`config.mk`:
```
export PLATFORM = sky130hd
export DESIGN_NAME = mdio_controller
export DESIGN_NICKNAME = d
export VERILOG_FILES = /design/src/rtl/mdio_pkg.sv /design/src/rtl/mdc_clkgen.sv /design/src/rtl/mdio_controller.sv
export SDC_FILE = /design/constraint.sdc
export NUM_CORES = 1
export LEC_CHECK = 0
export BUFFER_PORTS_ARGS = -buffer_cell sky130_fd_sc_hd__buf_4
export CORE_MARGIN = 2
export CORE_UTILIZATION = 55
export DETAILED_ROUTE_END_ITERATION = 8
export PLACE_DENSITY_LB_ADDON = 0.15
export SYNTH_ARGS = -nofsm -noshare
export SYNTH_HDL_FRONTEND = slang
export SYNTH_SLANG_ARGS = --single-unit
```
`constraint.sdc`:
```
create_clock -name CLK -period 2.7 [get_ports CLK]
set_clock_uncertainty 0.05 [all_clocks]
set_input_delay 0.81 -clock CLK [delete_from_list [all_inputs] [get_ports CLK]]
set_output_delay 0.81 -clock CLK [all_outputs]
set_load 0.1 [all_outputs]
```
`src/rtl/mdio_pkg.sv`:
```
// ============================================================================
// Module  : mdio_pkg
// Purpose : Shared MDIO frame field codes, widths and controller state codes.
// Revision: 1.0
// ============================================================================
`default_nettype none

package mdio_pkg;

  localparam logic [1:0] ST_CODE  = 2'b01;
  localparam logic [1:0] OP_WRITE = 2'b01;
  localparam logic [1:0] OP_READ  = 2'b10;

  localparam int FRAME_W = 32;
  localparam int DATA_W  = 16;
  localparam int TA_IDX  = 17;

  localparam logic [1:0] S_IDLE  = 2'd0;
  localparam logic [1:0] S_DRIVE = 2'd1;
  localparam logic [1:0] S_RECV  = 2'd2;
  localparam logic [1:0] S_DONE  = 2'd3;

  // Only ST=01 with a write or read opcode is a frame we can issue.
  function automatic logic frame_ok(input logic [FRAME_W-1:0] f);
    return (f[FRAME_W-1 -: 2] == ST_CODE) &&
           ((f[FRAME_W-3 -: 2] == OP_WRITE) || (f[FRAME_W-3 -: 2] == OP_READ));
  endfunction

endpackage

`default_nettype wire

```
`src/rtl/mdc_clkgen.sv`:
```
// ============================================================================
// Module  : mdc_clkgen
// Purpose : MDC divider; flags the CLK edges on which MDC will rise or fall.
// Revision: 1.0
// ============================================================================
`default_nettype none

module mdc_clkgen #(
  parameter int CLK_DIV = 4
) (
  input  logic CLK,
  input  logic RESET,
  input  logic en,
  output logic mdc,
  output logic rise_pulse,
  output logic fall_pulse
);

  localparam int HALF  = CLK_DIV / 2;
  localparam int DIV_W = (HALF > 1) ? $clog2(HALF) : 1;
  localparam logic [DIV_W-1:0] c_LAST = DIV_W'(HALF - 1);

  logic [DIV_W-1:0] r_div;
  logic             r_mdc;
  logic             w_wrap;

  assign w_wrap = en && (r_div == c_LAST);

  // Held at zero while disabled so the first rise lands HALF cycles after enable.
  always_ff @(posedge CLK or negedge RESET) begin
    if (!RESET) begin
      r_div <= '0;
      r_mdc <= 1'b0;
    end else if (!en) begin
      r_div <= '0;
      r_mdc <= 1'b0;
    end else if (w_wrap) begin
      r_div <= '0;
      r_mdc <= ~r_mdc;
    end else begin
      r_div <= r_div + 1'b1;
    end
  end

  assign mdc        = r_mdc;
  assign rise_pulse = w_wrap & ~r_mdc;
  assign fall_pulse = w_wrap &  r_mdc;

endmodule

`default_nettype wire

```
`src/rtl/mdio_controller.sv`:
```
// ============================================================================
// Module  : mdio_controller
// Purpose : MDIO station-management master: serialises 32-bit frames, reads back PHY data.
// Revision: 1.0
// ============================================================================
`default_nettype none

module mdio_controller
  import mdio_pkg::*;
#(
  parameter int CLK_DIV = 4
) (
  input  logic               CLK,
  input  logic               RESET,
  input  logic               MDIO_START,
  input  logic [FRAME_W-1:0] T_DATA,
  input  logic               MDIO_IN,
  output logic               MDC,
  output logic               MDIO_OE,
  output logic               MDIO_OUT,
  output logic [DATA_W-1:0]  RD_DATA,
  output logic               DATA_RDY,
  output logic               XFER_DONE,
  output logic               BUSY,
  output logic               OP_ERR
);

  localparam logic [4:0] c_BIT_MSB  = 5'(FRAME_W - 1);
  localparam logic [4:0] c_TA_PREV  = 5'(TA_IDX + 1);
  localparam logic [4:0] c_DATA_MSB = 5'(DATA_W - 1);

  logic [1:0]         r_state;
  logic [FRAME_W-1:0] r_shift;
  logic               r_is_read;
  logic [4:0]         r_bit_cnt;
  logic [DATA_W-1:0]  r_rd_shift;
  logic [DATA_W-1:0]  r_rd_data;
  logic               r_oe;
  logic               r_data_rdy;
  logic               r_xfer_done;
  logic               r_busy;
  logic               r_op_err;

  logic w_en;
  logic w_mdc;
  logic w_rise;
  logic w_fall;

  assign w_en = (r_state == S_DRIVE) || (r_state == S_RECV);

  mdc_clkgen #(
    .CLK_DIV    (CLK_DIV)
  ) u_clkgen (
    .CLK        (CLK),
    .RESET      (RESET),
    .en         (w_en),
    .mdc        (w_mdc),
    .rise_pulse (w_rise),
    .fall_pulse (w_fall)
  );

  // MDIO_OUT is the shift-register MSB; clearing the register releases the line to 0.
  always_ff @(posedge CLK or negedge RESET) begin
    if (!RESET) begin
      r_state     <= S_IDLE;
      r_shift     <= '0;
      r_is_read   <= 1'b0;
      r_bit_cnt   <= c_BIT_MSB;
      r_rd_shift  <= '0;
      r_rd_data   <= '0;
      r_oe        <= 1'b0;
      r_data_rdy  <= 1'b0;
      r_xfer_done <= 1'b0;
      r_busy      <= 1'b0;
      r_op_err    <= 1'b0;
    end else begin
      r_data_rdy  <= 1'b0;
      r_xfer_done <= 1'b0;
      r_op_err    <= 1'b0;
      case (r_state)
        S_IDLE: begin
          if (MDIO_START) begin
            if (!frame_ok(T_DATA)) begin
              r_op_err <= 1'b1;
            end else begin
              r_shift   <= T_DATA;
              r_is_read <= (T_DATA[FRAME_W-3 -: 2] == OP_READ);
              r_bit_cnt <= c_BIT_MSB;
              r_busy    <= 1'b1;
              r_oe      <= 1'b1;
              r_state   <= S_DRIVE;
            end
          end
        end
        S_DRIVE: begin
          if (w_fall) begin
            if (r_bit_cnt == 5'd0) begin
              r_oe        <= 1'b0;
              r_shift     <= '0;
              r_xfer_done <= 1'b1;
              r_state     <= S_DONE;
            end else begin
              r_bit_cnt <= r_bit_cnt - 5'd1;
              // Reads hand the line to the PHY for the turnaround bits.
              if (r_is_read && (r_bit_cnt == c_TA_PREV)) begin
                r_oe    <= 1'b0;
                r_shift <= '0;
                r_state <= S_RECV;
              end else begin
                r_shift <= {r_shift[FRAME_W-2:0], 1'b0};
              end
            end
          end
        end
        S_RECV: begin
          if (w_rise && (r_bit_cnt <= c_DATA_MSB)) begin
            r_rd_shift <= {r_rd_shift[DATA_W-2:0], MDIO_IN};
          end
          if (w_fall) begin
            if (r_bit_cnt == 5'd0) begin
              r_rd_data   <= r_rd_shift;
              r_data_rdy  <= 1'b1;
              r_xfer_done <= 1'b1;
              r_state     <= S_DONE;
            end else begin
              r_bit_cnt <= r_bit_cnt - 5'd1;
            end
          end
        end
        S_DONE: begin
          r_busy  <= 1'b0;
          r_state <= S_IDLE;
        end
        default: begin
          r_state <= S_IDLE;
        end
      endcase
    end
  end

  assign MDC       = w_mdc;
  assign MDIO_OE   = r_oe;
  assign MDIO_OUT  = r_shift[FRAME_W-1];
  assign RD_DATA   = r_rd_data;
  assign DATA_RDY  = r_data_rdy;
  assign XFER_DONE = r_xfer_done;
  assign BUSY      = r_busy;
  assign OP_ERR    = r_op_err;

endmodule

`default_nettype wire

```
# ---- Word-level counts from Yosys, hierarchy flattened
# Cells that the tools add are included.
dict set report totals {
  ff_bits 79
  input_bits 36
  output_inout_bits 23
  elab_cells 92
}
dict set report op_classes {
  add_sub_neg 2
  order_cmp 1
  n_eq_ne 16
  n_mux 37
  bitwise_logic 3
  reduce_logical 20
}
# op n
set op_table {}
lappend op_table {{two-way mux 32 bit} 5}
lappend op_table {{case mux 32 bit (2 select lines)} 1}
lappend op_table {{two-way mux 5 bit} 4}
lappend op_table {{two-way mux 1 bit} 16}
lappend op_table {{two-way mux 2 bit} 7}
lappend op_table {{case mux 5 bit (2 select lines)} 1}
lappend op_table {{AND reduction 5 bit} 2}
lappend op_table {{AND reduction 3 bit} 3}
lappend op_table {{!= test 2 x 1 -> 1 bit (second input constant)} 4}
lappend op_table {{!= test 2 bit (second input constant)} 4}
lappend op_table {{case mux 2 bit (4 select lines)} 1}
lappend op_table {{== test 2 x 1 -> 1 bit (second input constant)} 3}
lappend op_table {{== test 2 bit (second input constant)} 3}
lappend op_table {{AND reduction 6 bit} 1}
lappend op_table {{nonzero test 2 bit} 3}
lappend op_table {{== test 5 bit (second input constant)} 1}
lappend op_table {{<= comparator 5 x 4 -> 1 bit (second input constant)} 1}
lappend op_table {{zero test 5 bit} 1}
lappend op_table {{subtractor 5 x 1 -> 5 bit (second input constant)} 1}
lappend op_table {{logical AND 1 bit} 4}
lappend op_table {{case mux 1 bit (2 select lines)} 2}
lappend op_table {{AND reduction 4 bit} 1}
lappend op_table {{!= test 3 x 1 -> 1 bit (second input constant)} 1}
lappend op_table {{AND 1 bit} 2}
lappend op_table {{other kinds (6)} 7}

# ---- Logic depth before layout (Yosys ltp)
# Gate-level depths: netlist of run 1.
dict set report depth {
  depth_word 6
  mapped_depth 8
  mapped_depth_nobuf 6
}

# ---- Cells and area by module
# From an unflattened synthesis of run 1, not the netlist that was laid out.
dict set report unflattened {
  hier_cells 317
  hier_area_um2 3741.1
}
# mod instances cells_per_inst area_per_inst_um2 seq_area_each_um2
set by_module_without_submodules {}
lappend by_module_without_submodules {mdio_controller 1 309 3652.3 1933.1}
lappend by_module_without_submodules {mdc_clkgen 1 8 88.8 50.0}

# ---- Worst setup path before layout of run 1
# OpenSTA, ideal clock, no wires.
dict set report synth_path {
  path_kind {reg-to-reg}
  from {reg u_clkgen.r_mdc (netlist: u_clkgen.mdc)}
  to {reg r_state[1]}
  setup_time_ns 0.125
  arrival_time_ns 2.251
  required_time_ns 2.525
  path_slack_ns 0.274
  path_stages_with_launch 5
  n_path_buf 0
  synth_period_minus_slack_ns 2.426
  cell_sequence {dfrtp_1 > nand3_1 > a211o_1 > a211oi_1 > mux2_2}
}
dict set report synth_between {
  elab_chain_cells 3
  elab_cells_between_ends 4
  classes_between {2 x eq/ne; 1 x bitwise; 1 x reduce/logical}
}
# element line_no
set synth_lines {}
lappend synth_lines {{start, declared} mdc_clkgen.sv:24} ;# logic r_mdc;
lappend synth_lines {{start signal, assigned} mdc_clkgen.sv:39} ;# r_mdc <= ~r_mdc;
lappend synth_lines {{AND 1 bit (*)} mdc_clkgen.sv:47} ;# assign fall_pulse = w_wrap & r_mdc;
lappend synth_lines {{!= test 2 x 1 -> 1 bit (no source line)} --}
lappend synth_lines {{AND reduction 6 bit (no source line) (*)} --}
lappend synth_lines {{end signal, assigned} mdio_controller.sv:65} ;# r_state <= S_IDLE;
lappend synth_lines {{end signal, assigned} mdio_controller.sv:91} ;# r_state <= S_DRIVE;
lappend synth_lines {{end signal, assigned} mdio_controller.sv:101} ;# r_state <= S_DONE;
lappend synth_lines {{end, declared} mdio_controller.sv:32} ;# logic [1:0] r_state;
# Mark *: on every way between the ends. The rest lies on a longest branch, timed or not.
# A chain may end at the register's enable or synchronous reset.

# ---- Final worst setup path of run 1
dict set report layout_path {
  from {reg r_state[0]}
  to {reg r_state[1]}
}
dict set report layout_between {
  elab_chain_cells 6
  elab_cells_between_ends 15
  classes_between {9 x eq/ne; 1 x mux; 1 x bitwise; 4 x reduce/logical}
}
# element line_no
set layout_lines {}
lappend layout_lines {{== test 2 x 1 -> 1 bit / == test 2 bit (equally long branches)} {mdio_controller.sv:49, mdio_controller.sv:80}}
lappend layout_lines {{logical OR 1 bit} mdio_controller.sv:49} ;# assign w_en = (r_state == S_DRIVE) || (r_state == S_RECV);
lappend layout_lines {{logical AND 1 bit} mdc_clkgen.sv:27} ;# assign w_wrap = en && (r_div == c_LAST);
lappend layout_lines {{AND 1 bit} mdc_clkgen.sv:47}
lappend layout_lines {{!= test 2 x 1 -> 1 bit (no source line)} --}
lappend layout_lines {{AND reduction 6 bit (no source line)} --}
# Parallel ways exist; a longest one is shown, timed or not.

==> key figures, run 1 <==
Routing
  • DRT Wirelength: between 6000 and 7000 um
  • DRC viols: 0
  • DRT iter0 DRCs: 81
  • Average wire per standard cell: 15.7 um
  • ANT nets after route: 0
  • DR pass1 iterations: 4
  • Vias per inst: between 5 and 6
  • Via count: between 2000 and 2500

Die
  • Die width: 86.9 um
  • Row cnt: 30
  • Full die area: 0.00754 mm^2
  • Total core area: ~0.0067 mm^2
  • Starting Density: 0.562
  • Die height: a little under 90 um
  • I/O pins: between 50 and 60

Power and ir drop
  • Switch Pwr: 0.468 mW
  • Total Power: ~2.2 mW
  • Clk pwr share: 0.422
  • Flop pwr share: 0.545
  • Logic gate share of total power: 0.033
  • Max VDD drop: between 0.2 and 0.3 mV
  • P_int: ~1.7 mW
  • Net Sw Frac: 0.215
  • PwrDens: 479 mW/mm^2
  • Leakage: 2.28 nW

Min path
  • Tightest Hold Check Type: primary input to asynchronous set/reset pin

Critical path
  • Cell count along the critical path: 6
  • Worst Path Max Fanout: 7
  • CP endpoint kind: flip-flop
  • Crit-path cells: inv_1 -> ha_1 -> nand3_1 -> a211o_1 -> a211oi_1 -> mux2_2
  • Critical path class: flip-flop to flip-flop
  • Register-to-Register Path Depth: 6
  • Reg2reg setup slack: between 200 and 300 ps
  • Worst path required time: between 2000 and 3000 ps
  • Worst Path Buf+Inv: 1
  • CP top delay family: compound AO/OA/AOI/OAI gates
  • Startpoint types: flip-flop
  • Crit-path slowest cell: dfrtp_1
  • Critical Path AT: approximately 2600 ps
  • Crit-path max cell delay: roughly 400 ps

Placement
  • Post-placement cell count: 430
  • RD Place Congestion: about 0.82
  • Dpl hpwl: 4790 um
  • Port-buffer cells: 58

Timing
  • Setup Viol. Count Final: 0
  • Max Slew Vio Count: 0
  • Fin crit share: 0.892
  • Slew headroom: 0.693
  • Max Fclk: 0.415 GHz
  • Setup TNS: 0 ps
  • Final Critical Period: around 2400 ps
  • RSZ-0062 raised after global routing: false
  • Worst-Margin Slew: approximately 450 ps
  • Final Hold Violating Endpoints: 0

Final layout
  • Area grow syn2layout: 20.2%
  • Filler instances: 481
  • # nets final: 407
  • Final Instance Count excl. Fillers: 446
  • Antenna cell count: 0
  • Share of cells above drive strength 1: 0.445
  • Reg area: 0.00198 mm^2
  • Multi-input logic area: 0.00167 mm^2

Yosys
  • Syn Nets: approximately 350
  • Netlist cell types: between 40 and 50
  • Synth Warn #: 0
  • Largest area contributor in the synthesized netlist: dfrtp_1
  • Ys async rst share: 1.00
  • Post-synthesis sequential area ratio: 0.525
  • Yosys reg bits: around 80
  • Largest cells by area after synthesis: dfrtp_1 49%, mux2_2 17%, o2bb2ai_1 6.7%
  • Syn avg cell area: between 10 and 15 um^2
  • Post-synth EDFFs: 0
  • Ys flop type: dfrtp_1
  • Proportion of netlist area held by the largest area contributor: 0.490
  • Mapped cell area: roughly 0.0038 mm^2
  • Cells after Synth: around 300

Clock network
  • TritonCTS clock tree: done
  • Clk sinks: roughly 80
  • CTS buffer count: 9
  • Root Driver: clkbuf_8
  • Clock Latency Late Sink: 350 ps
  • Post-CTS setup buffer count: 0
  • Cts hold-fix bufs: 0
  • Post-cts resize count: 0
  • Worst-case clock buffer depth: 2
  • Htree depth: 3
  • Clock-pin transition on the worst setup and hold timing paths: ~80 ps

Global routing
  • Gr ovfl total: 0
  • Tot GR Track Use: 0.202
  • Vias in the first global route: around 2500
  • Largest net degree at the start of global routing: roughly 50
  • First-pass GRT wire length: ~12000 um
  • Initial antenna violation count: 0

Run status
  • Status: completed

Run
  • MaxCap Viol Count: 0
## cell type report
type	count	share of cell area
Sequential cell	79	0.437
Multi-Input combinational cell	193	0.368
Timing Repair Buffer	68	0.118
Clock buffer	11	0.0333
Tap cell	80	0.0220
Clock inverter	5	0.0141
Inverter	10	0.00827
## layout by cell type, fill, tap and decap left out, types with 2 or more instances in the layout
master	count
inv_1	10
and3_1	2
dfstp_2	5
nor2b_1	3
nor3b_1	2
o2bb2ai_1	29
nand3_1	2
a2bb2oi_1	2
mux2_2	58
clkbuf_8	11
and2_1	2
or2_2	2
nand2_1	35
mux2_4	9
nor2_1	7
buf_4	66
a21oi_1	2
dfrtp_1	74
buf_12	2
a211oi_1	6
clkinv_4	2
ha_1	10
## sequential cells by signal, indices dropped and copies added, names as in the netlist
register and count:
BUSY 1, DATA_RDY 1, MDIO_OE 1, OP_ERR 1, RD_DATA 16, XFER_DONE 1
r_bit_cnt 5, r_is_read 1, r_rd_shift 16, r_shift 32, r_state 2, u_clkgen.mdc 1
u_clkgen.r_div 1
## power groups by stage
stage               clock (mW)  sequential, mW  combinational, mW
floorplan                    0            1.21            0.00472
global route              1.00            1.18             0.0816
CTS                      0.942            1.18             0.0743
finish                   0.917            1.18             0.0723
global placement             0            1.21             0.0734
detailed placement           0            1.21             0.0741
## cell usage after synthesis, types with 3 or more instances
master and number:
a211oi_1 6, a21oi_1 3, buf_2 8, clkbuf_1 8, dfrtp_1 74, dfstp_2 5, ha_1 10, inv_1 10
mux2_2 58, mux2_4 9, nand2_1 35, nor2_1 7, nor2b_1 3, o2bb2ai_1 29
## path summary, 6_finish.rpt
kind	start	endpoint
setup / recovery	r_state[0]	r_state[1]
hold / removal	RESET	r_shift[12]
setup reg to reg	r_state[0]	r_state[1]
hold reg to reg	r_shift[30]	r_shift[30]
max in group asynchronous	RESET	r_bit_cnt[1]
min in group CLK	r_shift[30]	r_shift[30]
## per-layer routing
layer / GRT usage / vias up / wire length (um)
met5: 0 / - / 0
met4: 0.0795 / 0 / 106
met3: 0.0370 / 9 / 193
met2: 0.330 / 44 / 3430
met1: 0.268 / 1216 / 3250
li1: - / 1199 / -
## metrics by stage
stage	hold slack (ps)	setup slack, ps	cell area [um^2]	utilization
2_1_floorplan	421	274	3780	-
3_3_place_gp	433	215	4330	0.644
3_5_place_dp	436	157	4330	0.644
4_1_cts	340	282	4540	0.676
5_1_grt	348	94.3	4540	0.676
6_report	335	293	4540	0.676
## logic make-up after synthesis
logic type,count (synthesis),synth area share
mux,68,0.211
compound gates,50,0.109
flops,79,0.525
buf+inv,27,0.0338
xor+xnor,1,0.00232
fa+ha+maj,10,0.0331
simple gates,64,0.0855
Power figures use the tool's default switching activity.
==> run 2: changes to the inputs <==
- MAX_ROUTING_LAYER: unset -> met4
==> key figures, run 2 (synthesized netlist as in run 1, its figures left out) <==
Routing
  • DRC viols: 0 (unchanged)
  • ANT nets after route: 0 (unchanged)
  • DR pass1 iterations: 4 (unchanged)
  • DRT Wirelength: 7000 um (was 6980 um)
  • DRT iter0 DRCs: 95 (was 81)
  • Vias per inst: 5.54 (was 5.53)
  • Average wire per standard cell: 15.7 um (about the same)
  • Via count: 2470 (was 2468)

Timing
  • Final Critical Period: 2430 ps (was 2410 ps)
  • Fin crit share: 0.899 (was 0.892)
  • RSZ-0062 raised after global routing: false (unchanged)
  • Setup TNS: 0 ps (unchanged)
  • Slew headroom: 0.695 (was 0.693)
  • Setup Viol. Count Final: 0 (unchanged)
  • Max Fclk: 0.412 GHz (was 0.415 GHz)
  • Worst-Margin Slew: 446 ps (was 449 ps)
  • Final Hold Violating Endpoints: 0 (unchanged)
  • Max Slew Vio Count: 0 (unchanged)
  • Worst hold margin: 331 ps (was 335 ps)

Clock network
  • Worst-case clock buffer depth: 2 (unchanged)
  • Htree depth: 3 (unchanged)
  • Post-CTS setup buffer count: 0 (unchanged)
  • Post-cts resize count: 0 (unchanged)
  • CTS buffer count: 9 (unchanged)
  • TritonCTS clock tree: done (unchanged)
  • Root Driver: clkbuf_8 (unchanged)
  • Clock-pin transition on the worst setup and hold timing paths: 80 ps (about the same)
  • Cts hold-fix bufs: 0 (unchanged)
  • Clk sinks: 79 (unchanged)
  • Clock Latency Late Sink: 350 ps (about the same)

Final layout
  • Most frequent cells in the layout: 74 x dfrtp_1, 66 x buf_4, 58 x mux2_2 (unchanged)
  • Reg area: 0.00198 mm^2 (unchanged)
  • Filler instances: 481 (unchanged)
  • Share of cells above drive strength 1: 0.445 (unchanged)
  • Antenna cell count: 0 (unchanged)
  • Leading cell type in the layout, fill and taps excluded: dfrtp_1 (unchanged)
  • Multi-input logic area: 0.00167 mm^2 (unchanged)
  • # nets final: 407 (unchanged)
  • Max reg flops: 32 (unchanged)
  • Area grow syn2layout: 20.2% (unchanged)
  • Register with the most flip-flops: r_shift (unchanged)

Global routing
  • First-pass GRT wire length: 11800 um (about the same)
  • Tot GR Track Use: 0.208 (was 0.202)
  • Largest net degree at the start of global routing: 51 (unchanged)
  • Initial antenna violation count: 0 (unchanged)
  • Gr ovfl total: 0 (unchanged)
  • Vias in the first global route: 2515 (was 2512)

Critical path
  • CP top delay family: compound AO/OA/AOI/OAI gates (unchanged)
  • Crit-path cells: inv_1 -> ha_1 -> nand3_1 -> a211o_1 -> a211oi_1 -> mux2_2 (unchanged)
  • Worst Path Max Fanout: 7 (unchanged)
  • Worst path required time: 2880 ps (about the same)
  • Crit-path max cell delay: 410 ps (about the same)
  • Critical path class: flip-flop to flip-flop (unchanged)
  • Crit-path slowest cell: dfrtp_1 (unchanged)
  • Critical Path AT: 2610 ps (was 2590 ps)
  • Startpoint types: flip-flop (unchanged)
  • Worst Path Buf+Inv: 1 (unchanged)
  • CP endpoint kind: flip-flop (unchanged)

Die
  • Total core area: 0.00672 mm^2 (unchanged)
  • I/O pins: 59 (unchanged)
  • Full die area: 0.00754 mm^2 (unchanged)
  • Die width: 86.9 um (unchanged)
  • Starting Density: 0.562 (unchanged)
  • Die height: 86.9 um (unchanged)
  • Row cnt: 30 (unchanged)

Power and ir drop
  • Leakage: 2.28 nW (unchanged)
  • PwrDens: 479 mW/mm^2 (about the same)
  • Total Power: 2.17 mW (about the same)
  • Max VDD drop: 0.261 mV (about the same)

Placement
  • Dpl hpwl: 4790 um (unchanged)
  • Port-buffer cells: 58 (unchanged)
  • RD Place Congestion: 0.834 (was 0.821)

Run
  • MaxCap Viol Count: 0 (unchanged)

Run status
  • Status: completed (unchanged)

Min path
  • Tightest Hold Check Type: primary input to asynchronous set/reset pin (unchanged)
==> run 2: cell counts in the layout (fill, tap and decap cells not counted) <==
Identical to the previous run, type by type.
==> run 2: metal layers <==
layer / vias up / routed length (um) / GRT usage
li1: 1203 / - / -
met2: 50 / 3390 / 0.329
met3: 14 / 238 / 0.0370
met4: 0 / 128 / 0.0795
met1: 1203 / 3240 / 0.269
met5: - / 0 / -
==> run 2: power by group <==
group          switching (mW)  internal (mW)
sequential           0.000469           1.18
clock                   0.433          0.484
combinational          0.0343         0.0380
total                   0.468           1.70
==> run 2: final cells by class <==
| class | count | area share |
|---|---|---|
| flip-flops and latches | 79 | 0.437 |
| clock buffers | 11 | 0.0333 |
| multi-input cells | 193 | 0.368 |
| clock inverters | 5 | 0.0141 |
| well taps | 80 | 0.0220 |
| repair buffers | 68 | 0.118 |
| inverters | 10 | 0.00827 |
==> run 2: path summary, 6_finish.rpt <==
| path | slack [ps] | from | cells past startpoint | to |
|---|---|---|---|---|
| worst max register to register | 270 | r_state[0] | 6 | r_state[1] |
| worst min register to register | 450 | r_shift[30] | 1 | r_shift[30] |
| max in group asynchronous | 1620 | RESET | 2 | r_bit_cnt[1] |
| min in group CLK | 450 | r_shift[30] | 1 | r_shift[30] |
| worst max-delay path | 270 | r_state[0] | 6 | r_state[1] |
| worst min-delay path | 330 | RESET | 1 | r_shift[12] |
==> run 2: worst register-to-register path, cell delays in order, from the launching register on <==
cell	delay, ps
dfrtp_1	410
inv_1	110
ha_1	390
nand3_1	240
a211o_1	360
a211oi_1	380
mux2_2	380
==> run 2: stage by stage <==
stage	instance area, um^2	utilization	setup slack [ps]	std cells
global route	4540	0.676	94.8	446
finish	4540	0.676	273	446
global placement	4330	0.644	215	430
detailed placement	4330	0.644	157	430
floorplan	3780	-	274	299
CTS	4540	0.676	282	446
==> run 3: changes to the inputs <==
- ABC_AREA: unset -> 1
==> key figures, run 3 <==
Yosys
  • Post-synthesis sequential area ratio: 0.508 (was 0.525)
  • Mapped cell area: 0.00390 mm^2 (was 0.00378 mm^2)
  • Synth Warn #: 0 (unchanged)
  • Ys async rst share: 1.00 (unchanged)
  • Ys flop type: dfrtp_1 (unchanged)
  • Post-synth EDFFs: 0 (unchanged)
  • Syn avg cell area: 8.18 um^2 (was 12.6 um^2)
  • Cells after Synth: 477 (was 299)
  • Commonest cells in the netlist: 223 x nand2_1, 74 x dfrtp_1, 36 x inv_1 (was 74 x dfrtp_1, 58 x mux2_2, 35 x nand2_1)
  • Largest cells by area after synthesis: dfrtp_1 47%, nand2_1 21%, nand2_2 5.0% (was dfrtp_1 49%, mux2_2 17%, o2bb2ai_1 6.7%)
  • Largest area contributor in the synthesized netlist: dfrtp_1 (unchanged)
  • Most common cell in the synthesized netlist: nand2_1 (was dfrtp_1)
  • Yosys reg bits: 79 (unchanged)
  • Syn Nets: 523 (was 345)
  • Netlist cell types: 28 (was 42)
  • Proportion of netlist area held by the largest area contributor: 0.475 (was 0.490)

Placement
  • Dpl hpwl: 4940 um (was 4790 um)
  • Placement Cell Area: 0.00437 mm^2 (was 0.00433 mm^2)
  • Port-buffer cells: 58 (unchanged)
  • RD Place Congestion: 0.818 (was 0.834)
  • Place WS: 363 ps (was 157 ps)

Timing
  • Setup ws final: 487 ps (was 273 ps)
  • Final Critical Period: 2210 ps (was 2430 ps)
  • Worst hold margin: 349 ps (was 331 ps)
  • Max Fclk: 0.452 GHz (was 0.412 GHz)
  • Setup TNS: 0 ps (unchanged)
  • Setup Viol. Count Final: 0 (unchanged)
  • Worst-Margin Slew: 501 ps (was 446 ps)
  • Slew headroom: 0.665 (was 0.695)
  • Fin crit share: 0.820 (was 0.899)
  • Max Slew Vio Count: 0 (unchanged)
  • Final Hold Violating Endpoints: 0 (unchanged)
  • RSZ-0062 raised after global routing: false (unchanged)

Die
  • Row cnt: 30 (unchanged)
  • Full die area: 0.00778 mm^2 (was 0.00754 mm^2)
  • Starting Density: 0.571 (was 0.562)
  • Total core area: 0.00683 mm^2 (was 0.00672 mm^2)
  • Die width: 88.2 um (was 86.9 um)
  • I/O pins: 59 (unchanged)
  • Die height: 88.2 um (was 86.9 um)

Global routing
  • Tot GR Track Use: 0.210 (was 0.208)
  • Largest net degree at the start of global routing: 44 (was 51)
  • Met2 usage: 0.329 (about the same)
  • First-pass GRT wire length: 12400 um (was 11800 um)
  • Vias in the first global route: 2794 (was 2515)
  • GR Util met1: 0.273 (was 0.269)
  • Initial antenna violation count: 0 (unchanged)
  • Gr busiest metal: met2 (unchanged)
  • GR Layer Usage met3: 0.0476 (was 0.0370)
  • Gr ovfl total: 0 (unchanged)

Final layout
  • Register with the most flip-flops: r_shift (unchanged)
  • Max reg flops: 32 (unchanged)
  • Most frequent cells in the layout: 223 x nand2_1, 74 x dfrtp_1, 63 x buf_4 (was 74 x dfrtp_1, 66 x buf_4, 58 x mux2_2)
  • Final Cell Area: 0.00458 mm^2 (was 0.00454 mm^2)
  • Filler instances: 577 (was 481)
  • Share of cells above drive strength 1: 0.243 (was 0.445)
  • # nets final: 580 (was 407)
  • Leading cell type in the layout, fill and taps excluded: nand2_1 (was dfrtp_1)
  • Area grow syn2layout: 17.3% (was 20.2%)
  • Antenna cell count: 0 (unchanged)

Routing
  • DRT Wirelength: 7310 um (was 7000 um)
  • Via count: 3047 (was 2470)
  • DRC viols: 0 (unchanged)
  • DR pass1 iterations: 4 (unchanged)
  • DRT iter0 DRCs: 139 (was 95)
  • ANT nets after route: 0 (unchanged)
  • Vias per inst: 4.80 (was 5.54)
  • Average wire per standard cell: 11.5 um (was 15.7 um)

Critical path
  • Worst path required time: 2950 ps (was 2880 ps)
  • Crit-path max cell delay: 490 ps (was 410 ps)
  • Crit-path cells: inv_1 -> ha_1 -> nand3_2 -> nand2_1 -> nand3_2 -> clkinv_2 -> buf_4 -> nand2_1 -> nand2_1 (was inv_1 -> ha_1 -> nand3_1 -> a211o_1 -> a211oi_1 -> mux2_2)
  • Crit-path slowest cell: ha_1 (was dfrtp_1)
  • Critical Path AT: 2460 ps (was 2610 ps)
  • Reg2reg setup slack: 490 ps (was 270 ps)
  • Critical path class: flip-flop to flip-flop (unchanged)
  • Startpoint types: flip-flop (unchanged)
  • Worst Path Buf+Inv: 3 (was 1)
  • CP top delay family: simple AND/OR/NAND/NOR gates (was compound AO/OA/AOI/OAI gates)
  • CP endpoint kind: flip-flop (unchanged)
  • Worst Path Max Fanout: 18 (was 7)
  • CP dominant cell by count: nand2_1

Clock network
  • Worst-case clock buffer depth: 2 (unchanged)
  • Cts hold-fix bufs: 0 (unchanged)
  • Root Driver: clkbuf_8 (unchanged)
  • Htree depth: 3 (unchanged)
  • TritonCTS clock tree: done (unchanged)
  • Post-cts resize count: 0 (unchanged)
  • Clock Latency Late Sink: 360 ps (was 350 ps)
  • Clock-pin transition on the worst setup and hold timing paths: 100 ps (was 80 ps)
  • Clk sinks: 79 (unchanged)
  • Post-CTS setup buffer count: 0 (unchanged)
  • CTS buffer count: 9 (unchanged)

Min path
  • Tightest Hold Check Type: primary input to asynchronous set/reset pin (unchanged)

Run
  • MaxCap Viol Count: 0 (unchanged)

Power and ir drop
  • PwrDens: 1070 mW/mm^2 (was 479 mW/mm^2)
  • Max VDD drop: 0.784 mV (was 0.261 mV)
  • Leakage: 2.47 nW (was 2.28 nW)

Run status
  • Status: completed (unchanged)
run 3: power by group:
| part | internal [mW] | switching [mW] | total, mW |
|---|---|---|---|
| sequential | 1.56 | 0.262 | 1.82 |
| clock | 0.447 | 0.481 | 0.928 |
| combinational | 0.704 | 1.45 | 2.16 |
| total | 2.71 | 2.20 | 4.91 |
run 3: metal layers:
layer / share of wire / vias up
li1: - / 1566
met1: 0.47 / 1400
met2: 0.48 / 74
met3: 0.043 / 7
met4: 0.011 / 0
met5: 0 / -
run 3: worst paths after layout:
kind | start | end | depth (start not counted)
max reg2reg | r_state[0] | r_shift[14] | 9
max in group asynchronous | RESET | r_bit_cnt[3] | 2
max | r_state[0] | r_shift[14] | 9
min reg2reg | r_rd_shift[0] | r_rd_shift[0] | 2
min | RESET | RD_DATA[4] | 1
min in group CLK | r_rd_shift[0] | r_rd_shift[0] | 2
run 3: cell type report:
| type | count | area, um^2 | area share |
|---|---|---|---|
| flip-flops and latches | 79 | 1980 | 0.433 |
| multi-input cells | 340 | 1610 | 0.351 |
| repair buffers | 65 | 513 | 0.112 |
| inverters | 39 | 148 | 0.0323 |
| clock buffers | 9 | 124 | 0.0271 |
| well taps | 96 | 120 | 0.0262 |
| clock inverters | 7 | 83.8 | 0.0183 |
run 3: per-stage QoR:
stage	instances	util	power, mW
6_report	635	0.670	4.91
5_1_grt	635	0.670	5.30
2_1_floorplan	477	-	3.62
3_3_place_gp	619	0.640	3.94
4_1_cts	635	0.670	4.95
3_5_place_dp	619	0.640	4.01
run 3: kinds of logic after synthesis:
family	after synthesis	synth area share
buffers and inverters	58	0.0802
flip-flops	79	0.508
AO/OA/AOI/OAI	45	0.0587
AND/OR/NAND/NOR	284	0.318
adder cells (fa/ha/maj)	10	0.0321
XOR/XNOR	1	0.00225
run 3: worst register-to-register path, cell delays in order (launching register included):
cell and delay [ps]:
dfrtp_1 450, inv_1 120, ha_1 490, nand3_2 210, nand2_1 160, nand3_2 210
clkinv_2 120, buf_4 220, nand2_1 80, nand2_1 70
